--- src/rtl/voice_allocator_pkg.sv ---
// Shared definitions for the polyphonic voice allocator: FSM states,
// default widths and the LRU rank width helper.
package voice_allocator_pkg;

  typedef enum logic [1:0] {
    ST_IDLE   = 2'd0,
    ST_SEARCH = 2'd1,
    ST_GAP    = 2'd2,
    ST_ASSIGN = 2'd3
  } state_e;

  localparam int DEFAULT_NOTE_BITS = 7;
  localparam int GAP_CNT_BITS      = 4;

  // Rank width is $clog2(NUM_VOICES), kept at least one bit wide.
  function automatic int age_bits(input int n);
    return (n > 2) ? $clog2(n) : 1;
  endfunction

endpackage

--- src/rtl/voice_age_tracker.sv ---
// LRU rank keeper: rank 0 is the newest assignment, NUM_VOICES-1 the oldest.
// Also reports the oldest gated and oldest released (gate low) voices.
module voice_age_tracker
  import voice_allocator_pkg::*;
#(
  parameter int NUM_VOICES = 4,
  parameter int AW         = age_bits(NUM_VOICES)
) (
  input  logic                  clk,
  input  logic                  rst,
  input  logic                  touch,
  input  logic [AW-1:0]         touch_idx,
  input  logic [NUM_VOICES-1:0] gate,
  output logic [AW-1:0]         oldest_gated_idx,
  output logic [AW-1:0]         oldest_released_idx,
  output logic                  released_found
);

  logic [AW-1:0] age_q [NUM_VOICES];
  logic [AW-1:0] age_d [NUM_VOICES];
  logic [AW-1:0] g_best_age;
  logic [AW-1:0] r_best_age;
  logic          g_found;

  // NOTE: every variable gets a default before any conditional write, so no latch is inferred.
  always_comb begin
    for (int i = 0; i < NUM_VOICES; i++) age_d[i] = age_q[i];
    if (touch) begin
      for (int i = 0; i < NUM_VOICES; i++) begin
        if (age_q[i] < age_q[touch_idx]) age_d[i] = age_q[i] + 1'b1;
      end
      age_d[touch_idx] = '0;
    end
  end

  // NOTE: the rank array is state, not storage, so each entry is reset to its index to start as a permutation.
  always_ff @(posedge clk or posedge rst) begin
    if (rst) begin
      for (int i = 0; i < NUM_VOICES; i++) age_q[i] <= AW'(i);
    end else begin
      // NOTE: non-blocking updates so every rank moves on the same edge from the same old values.
      for (int i = 0; i < NUM_VOICES; i++) age_q[i] <= age_d[i];
    end
  end

  always_comb begin
    oldest_gated_idx    = '0;
    oldest_released_idx = '0;
    released_found      = 1'b0;
    g_found             = 1'b0;
    g_best_age          = '0;
    r_best_age          = '0;
    for (int i = 0; i < NUM_VOICES; i++) begin
      if (gate[i] && (!g_found || age_q[i] > g_best_age)) begin
        g_found          = 1'b1;
        g_best_age       = age_q[i];
        oldest_gated_idx = AW'(i);
      end
      if (!gate[i] && (!released_found || age_q[i] > r_best_age)) begin
        released_found      = 1'b1;
        r_best_age          = age_q[i];
        oldest_released_idx = AW'(i);
      end
    end
  end

endmodule

--- src/rtl/voice_allocator.sv ---
// Polyphonic voice allocator: maps note-on/off events onto voices, stealing
// the least-recently-assigned voice with a gate-low gap when all are busy.
module voice_allocator
  import voice_allocator_pkg::*;
#(
  parameter int NUM_VOICES = 4,
  parameter int NOTE_BITS  = DEFAULT_NOTE_BITS,
  parameter int GAP_CYCLES = 2
) (
  input  logic                            clk,
  input  logic                            rst,
  input  logic                            ev_valid,
  output logic                            ev_ready,
  input  logic                            ev_on,
  input  logic [NOTE_BITS-1:0]            ev_note,
  input  logic [NUM_VOICES-1:0]           voice_active,
  output logic [NUM_VOICES-1:0]           gate,
  output logic [NUM_VOICES*NOTE_BITS-1:0] voice_note
);

  localparam int AW = age_bits(NUM_VOICES);
  // The ASSIGN cycle is the last gate-low cycle, so GAP itself lasts GAP_CYCLES-1.
  localparam logic [GAP_CNT_BITS-1:0] GAP_LOAD =
    GAP_CNT_BITS'((GAP_CYCLES > 1) ? GAP_CYCLES - 2 : 0);

  state_e                  state_q, state_d;
  logic                    ev_on_q, ev_on_d;
  logic [NOTE_BITS-1:0]    ev_note_q, ev_note_d;
  logic [AW-1:0]           target_q, target_d;
  logic [GAP_CNT_BITS-1:0] gap_cnt_q, gap_cnt_d;
  logic [NUM_VOICES-1:0]   gate_q, gate_d;
  logic [NOTE_BITS-1:0]    note_q [NUM_VOICES];
  logic [NOTE_BITS-1:0]    note_d [NUM_VOICES];

  logic                    touch;
  logic [AW-1:0]           touch_idx;
  logic [AW-1:0]           oldest_gated_idx, oldest_released_idx;
  logic                    released_found;
  logic                    match_hit, free_hit, steal;
  logic [AW-1:0]           match_idx, free_idx, sel_idx;

  voice_age_tracker #(
    .NUM_VOICES (NUM_VOICES),
    .AW         (AW)
  ) u_age (
    .clk                 (clk),
    .rst                 (rst),
    .touch               (touch),
    .touch_idx           (touch_idx),
    .gate                (gate_q),
    .oldest_gated_idx    (oldest_gated_idx),
    .oldest_released_idx (oldest_released_idx),
    .released_found      (released_found)
  );

  always_comb begin
    match_hit = 1'b0;
    match_idx = '0;
    free_hit  = 1'b0;
    free_idx  = '0;
    for (int i = 0; i < NUM_VOICES; i++) begin
      if (!match_hit && gate_q[i] && note_q[i] == ev_note_q) begin
        match_hit = 1'b1;
        match_idx = AW'(i);
      end
      if (!free_hit && !gate_q[i] && !voice_active[i]) begin
        free_hit = 1'b1;
        free_idx = AW'(i);
      end
    end
  end

  // Retrigger beats a free voice so a note is never gated on two voices.
  always_comb begin
    if (match_hit) begin
      sel_idx = match_idx;
      steal   = 1'b1;
    end else if (free_hit) begin
      sel_idx = free_idx;
      steal   = 1'b0;
    end else if (released_found) begin
      sel_idx = oldest_released_idx;
      steal   = 1'b0;
    end else begin
      sel_idx = oldest_gated_idx;
      steal   = 1'b1;
    end
  end

  always_comb begin
    state_d   = state_q;
    ev_on_d   = ev_on_q;
    ev_note_d = ev_note_q;
    target_d  = target_q;
    gap_cnt_d = gap_cnt_q;
    gate_d    = gate_q;
    for (int i = 0; i < NUM_VOICES; i++) note_d[i] = note_q[i];
    touch     = 1'b0;
    touch_idx = target_q;

    case (state_q)
      ST_IDLE: begin
        if (ev_valid) begin
          ev_on_d   = ev_on;
          ev_note_d = ev_note;
          state_d   = ST_SEARCH;
        end
      end
      ST_SEARCH: begin
        state_d = ST_IDLE;
        if (!ev_on_q) begin
          if (match_hit) gate_d[match_idx] = 1'b0;
        end else begin
          target_d        = sel_idx;
          note_d[sel_idx] = ev_note_q;
          if (steal) begin
            gate_d[sel_idx] = 1'b0;
            gap_cnt_d       = GAP_LOAD;
            state_d         = (GAP_CYCLES > 1) ? ST_GAP : ST_ASSIGN;
          end else begin
            gate_d[sel_idx] = 1'b1;
            touch           = 1'b1;
            touch_idx       = sel_idx;
          end
        end
      end
      ST_GAP: begin
        if (gap_cnt_q == '0) state_d = ST_ASSIGN;
        else                 gap_cnt_d = gap_cnt_q - 1'b1;
      end
      ST_ASSIGN: begin
        gate_d[target_q] = 1'b1;
        touch            = 1'b1;
        touch_idx        = target_q;
        state_d          = ST_IDLE;
      end
      default: state_d = ST_IDLE;
    endcase
  end

  always_ff @(posedge clk or posedge rst) begin
    if (rst) begin
      state_q   <= ST_IDLE;
      ev_on_q   <= 1'b0;
      ev_note_q <= '0;
      target_q  <= '0;
      gap_cnt_q <= '0;
      gate_q    <= '0;
      for (int i = 0; i < NUM_VOICES; i++) note_q[i] <= '0;
    end else begin
      state_q   <= state_d;
      ev_on_q   <= ev_on_d;
      ev_note_q <= ev_note_d;
      target_q  <= target_d;
      gap_cnt_q <= gap_cnt_d;
      gate_q    <= gate_d;
      for (int i = 0; i < NUM_VOICES; i++) note_q[i] <= note_d[i];
    end
  end

  assign ev_ready = (state_q == ST_IDLE) && !rst;
  assign gate     = gate_q;

  always_comb begin
    voice_note = '0;
    for (int i = 0; i < NUM_VOICES; i++) voice_note[i*NOTE_BITS +: NOTE_BITS] = note_q[i];
  end

endmodule

--- config.mk ---
export PLATFORM = sky130hd
export DESIGN_NAME = voice_allocator
export DESIGN_NICKNAME = d
export VERILOG_FILES = /design/src/rtl/voice_allocator_pkg.sv /design/src/rtl/voice_age_tracker.sv /design/src/rtl/voice_allocator.sv
export SDC_FILE = /design/constraint.sdc
export NUM_CORES = 1
export LEC_CHECK = 0
export ABC_AREA = 1
export CORE_AREA = 2 2 83 85
export CTS_CLUSTER_DIAMETER = 40
export DETAILED_ROUTE_END_ITERATION = 12
export DIE_AREA = 0 0 85 87
export GPL_ROUTABILITY_DRIVEN = 0
export PLACE_DENSITY = 0.94
export SYNTH_ARGS = -nofsm -noshare
export SYNTH_HDL_FRONTEND = slang
export SYNTH_SLANG_ARGS = --single-unit
--- constraint.sdc ---
create_clock -name clk -period 8.5 [get_ports clk]
set_input_delay 2.125 -clock clk [delete_from_list [all_inputs] [get_ports clk]]
set_output_delay 2.125 -clock clk [all_outputs]
set_load 0.1 [all_outputs]
# [After elaboration in Yosys (flattened, before gate mapping)]
# Index checks and enable logic that the tools add are counted.
[totals] out_inout_bits=33 wordCells=203 register_bits=56 inputBits=15
[classes] add_sub_neg=5 n_bitwise=10 n_eq_ne=13 n_reduce_logical=61 mux=80 n_lt_le_gt_ge=20
[op_table] cell="two-way mux 2 bit" count=35
[op_table] cell="bitwise mux 28 bit" count=1
[op_table] cell="== test 7 bit" count=4
[op_table] cell="two-way mux 1 bit" count=27
[op_table] cell="logical AND 1 bit" count=26
[op_table] cell="two-way mux 4 bit" count=6
[op_table] cell="zero test 1 bit" count=20
[op_table] cell="case mux 4 bit (2 select lines)" count=2
[op_table] cell="demux 7 bit (select 2 bit)" count=1
[op_table] cell="> comparator 2 bit" count=6
[op_table] cell="!= test 2 bit, second input constant" count=5
[op_table] cell="less-than comparator 2 x 3 -> 1 bit, second input constant" count=3
[op_table] cell="adder 2 x 1 -> 2 bit, second input constant" count=4
[op_table] cell="AND 4 bit" count=2
[op_table] cell="AND 8 bit" count=1
[op_table] cell="less-than comparator 2 bit" count=4
[op_table] cell="inverter 4 bit" count=2
[op_table] cell="inverter 8 bit" count=1
[op_table] cell="bitwise OR 4 bit" count=2
[op_table] cell="case mux 2 bit (4 select lines)" count=1
[op_table] cell="AND reduction 2 bit" count=4
[op_table] cell="two-way mux 7 bit" count=1
[op_table] cell="demux 1 bit (select 2 bit)" count=3
[op_table] cell="greater-or-equal comparator 2 x 1 -> 1 bit, second input constant" count=3
[op_table] cell="15 further kinds" count=25

# [Logic depth before layout (Yosys ltp)]
[depth] depth_word=28 ltp_mapped=39 mapped_depth_nobuf=38

# [Modules after synthesis]
# A second synthesis with hierarchy kept.
[unflattened] hier_cells=586 area_unflattened_um2=4065.1
[by_module_without_submodules] mod="voice_allocator" instances=1 seq_area_each_um2=1201.2 cells_per_inst=411 area_per_inst_um2=2977.9
[by_module_without_submodules] mod="voice_age_tracker" instances=1 seq_area_each_um2=205.2 cells_per_inst=175 area_per_inst_um2=1087.3

# [Least setup slack after synthesis]
# OpenSTA, ideal clock, no wires.
[synth_path] kind="input port to output port" from="input port rst" to="output port ev_ready" arrival_ps=4152 path_stages=1 path_buffers=0 required_time_ps=6375 setup_slack_ps=2223 path_cell_list="nor3_1"
[synth_between] elab_chain_len=2
[synth_lines] item="from (decl)" line="voice_allocator.sv:11" text="input logic rst,"
[synth_lines] item="zero test 1 bit (no source line)"
[synth_lines] item="logical AND 1 bit" line="voice_allocator.sv:161" text="assign ev_ready = (state_q == ST_IDLE) && !rst;"
[synth_lines] item="to (decl)" line="voice_allocator.sv:13" text="output logic ev_ready,"
# Every way passes these cells.

# [Final worst setup path]
# Ends and elaborated chain as after synthesis.

==> flow_summary.toml <==
[drt]
drtIter0Drc = 432
vias = 3943
ant_nets = 0
drtPass1Iterations = 8
drc_errors = 0
vias_per_cell = 5.71
wl_per_cell_um = 14.1
wirelength_mm = 9.76

[timing]
finalCritPeriodShare = 0.704
setup_tns_ps = 0
tightest_slew_ps = 1000
min_period_ps = 5980
hold_ws_ps = 546
rsz0062_at_grt = "no"
finalSetupViolCount = 0
skew_ps = 5.71
fmax_mhz = 167
slew_headroom = 0.329
slew_violations = 0
hold_viol_final = 0

[yosys]
synth-seq-cells = 56
synth_top_area_frac = 0.342
synth_most_common_cell = "nand2_1"
avgSynthCellArea_um2 = 6.75
ys_warn_count = 0
yosysSeqAreaShare = 0.369
ys_types = 36
async_reset_ff_frac = 1.00
syn-instance-count = 564
synth_fp_nets = 593
synth_ff_type = "dfrtp_1"
synth_common_cells = "nand2_1, inv_1, nor2_1, dfrtp_1, o21ai_0"
synth_edf_count = 0
syn_area_um2 = 3810
yosys.area.top_type = "dfrtp_1"
synth_area_leaders = "dfrtp_1, nand2_1, inv_1, o21ai_0, nor2_1"

[worst_setup_path]
crit_required_ps = 6380
start_kind = "input pin"
cp_cell_sequence = "clkdlybuf4s50_1, nor3_1, clkdlybuf4s50_1"
crit_start = "rst"
critical_path_buf_inv_count = 2
cp_common_cell = "clkdlybuf4s50_1"
cpMaxStageDelayCell = "clkdlybuf4s50_1"
end_kind = "primary output"
cp_top_family = "buffers and inverters"
critPathMaxStageDelay_ps = 1160
crit_fanout = 2
critPathKind = "in -> out"
reg2reg_depth = 30
arrival_ps = 3860
r2r_end = "voice_note[10]$_DFFE_PP0P_"
r2r_setup_slack_ps = 3470

[die]
die_area_um2 = 7400
start_util = 0.579
die_h_um = 87
coreArea_um2 = 6570
rows = 30
io_pins = 48
die_w_um = 85

[clock_network]
clkLatencyLatePin_ps = 330
clock-sinks = 56
cts_tree = "yes"
root_buffer = "clkbuf_8"
clock_path_buffers = 2
post-cts-setup-buffers = 0
postCtsHoldBufs = 0
cts_buffers = 5
clkTransAtPathRegs_ps = 110
cts_resized = 0
cts_max_level = 2

[grt]
grt_max_degree = 57
gr-usage-all-layers = 0.272
grt.overflow.total = 0
grt_pass1_vias = 3604
antenna_found_initial = 0
grt_pass1_wl_mm = 16.2

[min_path]
min_path_cells = 2
hold_end = "voice_note[16]$_DFFE_PP0P_"
hold_path.class = "reg -> reg"
min_from = "voice_note[16]$_DFFE_PP0P_"

[run_status]
outcome = "completed"

[job]
drv_cap = 0

[final_layout]
drive_gt1_frac = 0.0720
syn_to_final_growth_pct = 16.8
fin_nets = 639
num_antenna_cells = 0
fill_cells = 530

[place]
port_buffers = 47
place_hpwl_mm = 7.03
## cells in the final DEF, fill, tap and decap left out, types with 3 or more instances in the layout
| cell type | count |
|---|---|
| nand3_2 | 3 |
| o22ai_1 | 3 |
| dfrtp_1 | 52 |
| nor2_2 | 4 |
| nor2_1 | 54 |
| dfstp_2 | 4 |
| a21oi_1 | 25 |
| nand3_1 | 25 |
| clkbuf_8 | 5 |
| o21ai_0 | 45 |
| o21ai_1 | 3 |
| o21bai_1 | 4 |
| nand2_1 | 204 |
| inv_2 | 11 |
| nor3_1 | 5 |
| ha_1 | 14 |
| clkdlybuf4s50_1 | 47 |
| inv_1 | 65 |
| o21a_1 | 5 |
| a32oi_1 | 3 |
| nand2_2 | 4 |
## kinds of logic (layout without fill, tap and decap cells)
family,count (synthesis),count (layout),synth area share
compound gates,99,99,0.152
fa+ha+maj,14,14,0.0460
buf+inv,87,134,0.0911
flops,56,56,0.369
simple gates,308,308,0.342
## area by class of cell
cell class | instances | area [µm²] | share of cell area
Inverter | 78 | 293 | 0.0659
Clock buffer | 5 | 68.8 | 0.0155
Clock inverter | 3 | 46.3 | 0.0104
Sequential cell | 56 | 1410 | 0.316
Tap cell | 80 | 100 | 0.0225
Multi-Input combinational cell | 421 | 2050 | 0.462
Timing Repair Buffer | 48 | 478 | 0.108
## per-layer routing
layer	GRT usage	share of wire	up-vias
met5	0	0	-
met4	0.0967	0.021	0
met3	0.0427	0.080	20
met2	0.450	0.47	206
met1	0.364	0.42	1832
li1	-	-	1885
## worst max-delay path by stage
stage / to / slack (ps) / cells past startpoint
2_1_floorplan: ev_ready / 2220 / 1
3_5_place_dp: ev_ready / 2520 / 3
6_report: ev_ready / 2520 / 3
5_1_grt: ev_ready / 2440 / 3
4_1_cts: ev_ready / 2500 / 3
3_3_place_gp: ev_ready / 2520 / 3
## stage by stage
step | instances | setup slack, ps | util | instance area [µm²]
after floorplan | 564 | 2220 | - | 3810
after global placement | 683 | 2520 | 0.659 | 4330
after detailed placement | 683 | 2520 | 0.659 | 4330
after CTS | 691 | 2500 | 0.677 | 4450
after global routing | 691 | 2440 | 0.677 | 4450
final | 691 | 2520 | 0.677 | 4450
## tightest hold or removal path, stage by stage (launching register included)
cell and delay [ps]:
dfrtp_1 390, nand2_1 60, o21ai_0 60
## registers in the layout, indices dropped and copies added, names as in the netlist, named ones only
register,count
ev_note_q,7
ev_on_q,1
voice_note,28
target_q,2
gap_cnt_q,4
state_q,1
u_age.age_q,8
Power is left out: the tool's default activity adds up to more than one toggle a clock period on the data nets, which glitch-free logic cannot reach.
